**src/rtl/alu_rs.sv**
```systemverilog
// Reservation station in front of the ALU: buffers issued ops, wakes pending
// operands on ALU/LSB broadcasts and dispatches one ready op per cycle.
module alu_rs #(
    parameter int RS_SIZE   = 8,
    parameter int ROB_WIDTH = 4
) (
    input  logic                 clk_in,
    input  logic                 rst_in,
    input  logic                 rdy_in,
    input  logic                 clear,
    input  logic                 issue_valid,
    input  logic [4:0]           issue_op,
    input  logic [31:0]          issue_vj,
    input  logic [31:0]          issue_vk,
    input  logic                 issue_qj_busy,
    input  logic [ROB_WIDTH-1:0] issue_qj,
    input  logic                 issue_qk_busy,
    input  logic [ROB_WIDTH-1:0] issue_qk,
    input  logic [ROB_WIDTH-1:0] issue_rob_id,
    input  logic [31:0]          issue_true_jaddr,
    input  logic [31:0]          issue_false_jaddr,
    input  logic                 alu_ready,
    input  logic [ROB_WIDTH-1:0] alu_rob_id,
    input  logic [31:0]          alu_value,
    input  logic                 lsb_ready,
    input  logic [ROB_WIDTH-1:0] lsb_rob_id,
    input  logic [31:0]          lsb_value,
    output logic                 full,
    output logic                 calc_enable,
    output logic [31:0]          lhs,
    output logic [31:0]          rhs,
    output logic [4:0]           op,
    output logic [ROB_WIDTH-1:0] rob_dep,
    output logic [31:0]          true_jaddr,
    output logic [31:0]          false_jaddr
);
    localparam int IDX_W = $clog2(RS_SIZE);

    logic [RS_SIZE-1:0]   valid;
    logic [RS_SIZE-1:0]   qj_busy;
    logic [RS_SIZE-1:0]   qk_busy;
    logic [4:0]           op_q  [RS_SIZE];
    logic [31:0]          vj_q  [RS_SIZE];
    logic [31:0]          vk_q  [RS_SIZE];
    logic [ROB_WIDTH-1:0] qj_q  [RS_SIZE];
    logic [ROB_WIDTH-1:0] qk_q  [RS_SIZE];
    logic [ROB_WIDTH-1:0] rob_q [RS_SIZE];
    logic [31:0]          tj_q  [RS_SIZE];
    logic [31:0]          fj_q  [RS_SIZE];

    logic             free_found;
    logic [IDX_W-1:0] free_idx;
    logic             sel_found;
    logic [IDX_W-1:0] sel_idx;
    logic             in_qj_busy;
    logic             in_qk_busy;
    logic [31:0]      in_vj;
    logic [31:0]      in_vk;

    assign full = &valid;

    // Descending scan so the lowest matching index is the one left standing.
    always_comb begin
        free_found = 1'b0;
        free_idx   = '0;
        sel_found  = 1'b0;
        sel_idx    = '0;
        for (int i = RS_SIZE - 1; i >= 0; i--) begin
            if (!valid[i]) begin
                free_found = 1'b1;
                free_idx   = IDX_W'(i);
            end
            if (valid[i] && !qj_busy[i] && !qk_busy[i]) begin
                sel_found = 1'b1;
                sel_idx   = IDX_W'(i);
            end
        end
    end

    // Incoming operands can be satisfied by a broadcast in the same cycle.
    always_comb begin
        in_qj_busy = issue_qj_busy;
        in_vj      = issue_vj;
        in_qk_busy = issue_qk_busy;
        in_vk      = issue_vk;
        if (issue_qj_busy) begin
            if (alu_ready && alu_rob_id == issue_qj) begin
                in_qj_busy = 1'b0;
                in_vj      = alu_value;
            end else if (lsb_ready && lsb_rob_id == issue_qj) begin
                in_qj_busy = 1'b0;
                in_vj      = lsb_value;
            end
        end
        if (issue_qk_busy) begin
            if (alu_ready && alu_rob_id == issue_qk) begin
                in_qk_busy = 1'b0;
                in_vk      = alu_value;
            end else if (lsb_ready && lsb_rob_id == issue_qk) begin
                in_qk_busy = 1'b0;
                in_vk      = lsb_value;
            end
        end
    end

    always_ff @(posedge clk_in or negedge rst_in) begin
        if (!rst_in) begin
            valid       <= '0;
            qj_busy     <= '0;
            qk_busy     <= '0;
            calc_enable <= 1'b0;
            lhs         <= '0;
            rhs         <= '0;
            op          <= '0;
            rob_dep     <= '0;
            true_jaddr  <= '0;
            false_jaddr <= '0;
            for (int i = 0; i < RS_SIZE; i++) begin
                op_q[i]  <= '0;
                vj_q[i]  <= '0;
                vk_q[i]  <= '0;
                qj_q[i]  <= '0;
                qk_q[i]  <= '0;
                rob_q[i] <= '0;
                tj_q[i]  <= '0;
                fj_q[i]  <= '0;
            end
        end else if (rdy_in) begin
            if (clear) begin
                valid       <= '0;
                calc_enable <= 1'b0;
                lhs         <= '0;
                rhs         <= '0;
                op          <= '0;
                rob_dep     <= '0;
                true_jaddr  <= '0;
                false_jaddr <= '0;
            end else begin
                for (int i = 0; i < RS_SIZE; i++) begin
                    if (valid[i] && qj_busy[i]) begin
                        if (alu_ready && alu_rob_id == qj_q[i]) begin
                            vj_q[i]    <= alu_value;
                            qj_busy[i] <= 1'b0;
                        end else if (lsb_ready && lsb_rob_id == qj_q[i]) begin
                            vj_q[i]    <= lsb_value;
                            qj_busy[i] <= 1'b0;
                        end
                    end
                    if (valid[i] && qk_busy[i]) begin
                        if (alu_ready && alu_rob_id == qk_q[i]) begin
                            vk_q[i]    <= alu_value;
                            qk_busy[i] <= 1'b0;
                        end else if (lsb_ready && lsb_rob_id == qk_q[i]) begin
                            vk_q[i]    <= lsb_value;
                            qk_busy[i] <= 1'b0;
                        end
                    end
                end

                // Dispatch slot is valid and issue slot is invalid, so they never collide.
                if (sel_found) begin
                    calc_enable    <= 1'b1;
                    lhs            <= vj_q[sel_idx];
                    rhs            <= vk_q[sel_idx];
                    op             <= op_q[sel_idx];
                    rob_dep        <= rob_q[sel_idx];
                    true_jaddr     <= tj_q[sel_idx];
                    false_jaddr    <= fj_q[sel_idx];
                    valid[sel_idx] <= 1'b0;
                end else begin
                    calc_enable <= 1'b0;
                    lhs         <= '0;
                    rhs         <= '0;
                    op          <= '0;
                    rob_dep     <= '0;
                    true_jaddr  <= '0;
                    false_jaddr <= '0;
                end

                if (issue_valid && free_found) begin
                    valid[free_idx]   <= 1'b1;
                    qj_busy[free_idx] <= in_qj_busy;
                    qk_busy[free_idx] <= in_qk_busy;
                    vj_q[free_idx]    <= in_vj;
                    vk_q[free_idx]    <= in_vk;
                    qj_q[free_idx]    <= issue_qj;
                    qk_q[free_idx]    <= issue_qk;
                    op_q[free_idx]    <= issue_op;
                    rob_q[free_idx]   <= issue_rob_id;
                    tj_q[free_idx]    <= issue_true_jaddr;
                    fj_q[free_idx]    <= issue_false_jaddr;
                end
            end
        end
    end
endmodule

```
**config.mk**
```make
export PLATFORM = sky130hd
export DESIGN_NAME = alu_rs
export DESIGN_NICKNAME = d
export VERILOG_FILES = /design/src/rtl/alu_rs.sv
export SDC_FILE = /design/constraint.sdc
export NUM_CORES = 2
export LEC_CHECK = 0
export CORE_ASPECT_RATIO = 1.4
export CORE_MARGIN = 4
export CORE_UTILIZATION = 40
export CTS_CLUSTER_SIZE = 28
export DETAILED_ROUTE_END_ITERATION = 7
export PLACE_DENSITY = 0.69
export SLEW_MARGIN = 20
export SYNTH_ARGS = -nofsm -noshare
export SYNTH_HDL_FRONTEND = slang
export SYNTH_SLANG_ARGS = --single-unit
```
**constraint.sdc**
```tcl
create_clock -name clk_in -period 2.2 [get_ports clk_in]
set_clock_uncertainty 0.2 [all_clocks]
set_input_delay 0.33 -clock clk_in [delete_from_list [all_inputs] [get_ports clk_in]]
set_output_delay 0.33 -clock clk_in [all_outputs]
set_load 0.01 [all_outputs]
```
==> metrics.md <==
| Metric | Value |
|---|---|
| Outcome | `finished, violations left` |
| Failing checks | `design-rule violations, negative setup slack` |
| Core ar. | `172000 µm²` |
| Synth Cell Area | `69000 µm²` |
| Sequential element share of the synthesized area | `0.479` |
| Area post-placement | `84200 µm²` |
| GR Util All Layers | `0.367` |
| Nets | `8501` |
| CTS tree | `done` |
| Critical path type | `reg -> reg` |
| Num rows | `180` |
| Clk sinks | `1322` |
| Largest net degree at the start of global routing | `90` |
| Number of antenna violations at the first check in global routing | `31` |
| Maximum vdd drop | `0.893 mV` |
| Period utilization | `1.24` |
| Pins Over Slew Limit | `0` |
| Yosys top cell area share | `0.479` |
| Final hold violations | `0` |
| Clock transition at path regs | `0.07 ns` |
| Drt total wl | `350 mm` |
| Leakage dissipation | `43.1 nW` |
| Worst setup margin | `-0.527 ns` |
| Mapped Nets | `7715` |
| Slew @ Worst Pin | `0.919 ns` |
| Asr flop ratio synth | `1.00` |
| Post-DP HPWL | `207 mm` |
| WL/cell | `32.8 µm` |
| Port Buffer Count | `364` |
| # H-tree levels | `4` |
| Seq cells post-synth | `1322` |
| GR Overflow Total | `0` |
| Final setup violation count | `1203` |
| Number of global-route vias before repair | `73000` |
| ANT nets after route | `0` |
| Syn avg cell area | `9.22 µm²` |
| Critical Path RT | `2.77 ns` |
| Slew HR | `0.387` |
| Initial Util | `0.402` |
| Worst skew pair latency | `0.86 ns` |
| Final Cell Area | `97600 µm²` |
| Startpoint types | `register` |
| Die Area | `179000 µm²` |
| Pwr Density | `713 nW/µm²` |
| Drt first pass iters | `8` |
| Setup WS pre-CTS | `-0.956 ns` |
| Count leader, synth | `nand2_1` |
| Cells after synthesis | `7489` |
| Tightest hold margin | `0.0231 ns` |
| DRC viols | `9` |
| First-pass GRT wire length | `494 mm` |
| Root buffer cell | `clkbuf_16` |
| Vias/cell | `6.92` |
| Initial DRC count | `11200` |
| Layout cells sized above 1 | `0.270` |
| Distinct cells, synth | `87` |
| Die H | `500 µm` |
| Die W | `359 µm` |
| Max cap viols | `0` |
| Final core occ | `0.568` |
| CTS Buf Count | `138` |
| Ports | `365` |
| Power consumption | `69.6 mW` |
| Ranking of synthesized cells by area | `dfrtp_1 48%, nand2_1 10%, o221ai_1 6.4%, a221oi_1 4.2%, clkbuf_1 3.2%` |
| RSZ-0062 raised after global routing | `yes` |
| Hold crit path type | `in -> async` |
| CTS Buffer Depth | `3` |
| RD Place Congestion | `0.994` |
| Worst-path fanout max | `6` |
| Highest clock rate | `367 MHz` |
| Commonest cells post-synth | `1868 x nand2_1, 1322 x dfrtp_1, 595 x clkbuf_1` |
| Total number of vias | `73900` |
| Synth Warn # | `0` |
| Post-synth EDFFs | `0` |
| Syn-to-layout area delta | `41.3%` |
| Setup crit end kind | `register` |
| WP data arrival | `3.29 ns` |
| Leading area contributor after synthesis | `dfrtp_1` |
| Synth Flop Type | `dfrtp_1` |
| Fin crit period | `2.73 ns` |
==> cells by family after synthesis <==
logic type      after synthesis  share of synthesized area
compound gates             2143                      0.244
xor+xnor                    141                     0.0179
buf+inv                     991                     0.0607
flops                      1322                      0.479
mux                         244                     0.0368
simple gates               2648                      0.162
==> per-stage QoR <==
step	TNS [ns]	std cells
detailed placement	-899.85	10100
global route	-340.26	10700
finish	-293.31	10700
floorplan	-23.31	7489
CTS	-222.95	10600
global placement	-873.29	10100
==> final timing paths <==
path | startpoint | to | slack, ns | depth (start not counted)
min in group clk_in | issue_false_jaddr[21] | fj_q[245]$_DFFE_PN0P_ | 0.04 | 3
worst min register to register | tj_q[124]$_DFFE_PN0P_ | tj_q[124]$_DFFE_PN0P_ | 0.27 | 2
max in group asynchronous | rst_in | tj_q[225]$_DFFE_PN0P_ | 1.05 | 4
worst max-delay path | qk_busy[4]$_DFFE_PN0P_ | rhs[27]$_DFFE_PN0P_ | -0.53 | 10
worst min-delay path | rst_in | lhs[12]$_DFFE_PN0P_ | 0.02 | 3
worst max register to register | qk_busy[4]$_DFFE_PN0P_ | rhs[27]$_DFFE_PN0P_ | -0.53 | 10
==> layout make-up <==
type / count / area [µm²]
diodes: 19 / 47.5
clock buffers: 195 / 3980
clock inverters: 54 / 709
fillers: 13900 / 74300
inverters: 50 / 198
multi-input cells: 5177 / 36300
flip-flops and latches: 1322 / 33100
well taps: 2275 / 2850
repair buffers: 1586 / 20400
==> power breakdown <==
part / total [mW] / switching, mW / internal (mW) / leakage (nW)
clock network: 25.0 / 10.9 / 14.0 / 2.28
registers: 29.2 / 2.08 / 27.1 / 17.8
logic: 15.5 / 8.48 / 6.98 / 23.1
==> worst max-delay path: stages (launching register included) <==
cell	delay (ns)
dfrtp_2	0.47
or3b_4	0.45
o211a_4	0.28
a21oi_4	0.17
buf_6	0.15
buf_12	0.15
buf_12	0.16
buf_8	0.14
o221ai_2	0.09
a31oi_2	0.23
a22o_1	0.17
==> placed cells by master (no fill, tap or decap), types with 95 or more instances in the layout <==
master,instances
nor3_1,312
nand2_1,1783
a221oi_1,257
nor2_1,95
mux2i_1,163
a22o_1,165
clkdlybuf4s50_1,358
buf_12,401
o221ai_1,273
o21ai_1,119
o221ai_2,237
buf_4,618
clkbuf_16,170
o22ai_1,292
a31oi_1,101
dfrtp_1,1319
==> registers in the layout (all words and copies together) (netlist names), 32 cells and up <==
| signal | flops |
|---|---|
| false_jaddr | 32 |
| vk_q | 256 |
| vj_q | 256 |
| qj_q | 32 |
| fj_q | 256 |
| lhs | 32 |
| tj_q | 256 |
| rob_q | 32 |
| true_jaddr | 32 |
| rhs | 32 |
| op_q | 40 |
| qk_q | 32 |
==> routing by layer <==
| layer | global-route usage | up-vias | routed length (µm) |
|---|---|---|---|
| li1 | - | 29400 | - |
| met1 | 0.422 | 36200 | 117000 |
| met2 | 0.549 | 6287 | 151000 |
| met3 | 0.146 | 2013 | 47600 |
| met4 | 0.279 | 24 | 33900 |
| met5 | 0 | - | 153 |
==> timing repair <==
action / 4_1_cts / 5_1_grt
pin swaps: 227 / 217
setup endpoints to repair: 1240 / 1270
hold buffers: 8 / 2
gates resized for setup: 542 / 341
setup buffers: 123 / 54
hold endpoints to repair: 1345 / 7
gates cloned: 75 / 30
Note: power is estimated with default switching activity, not from simulation.
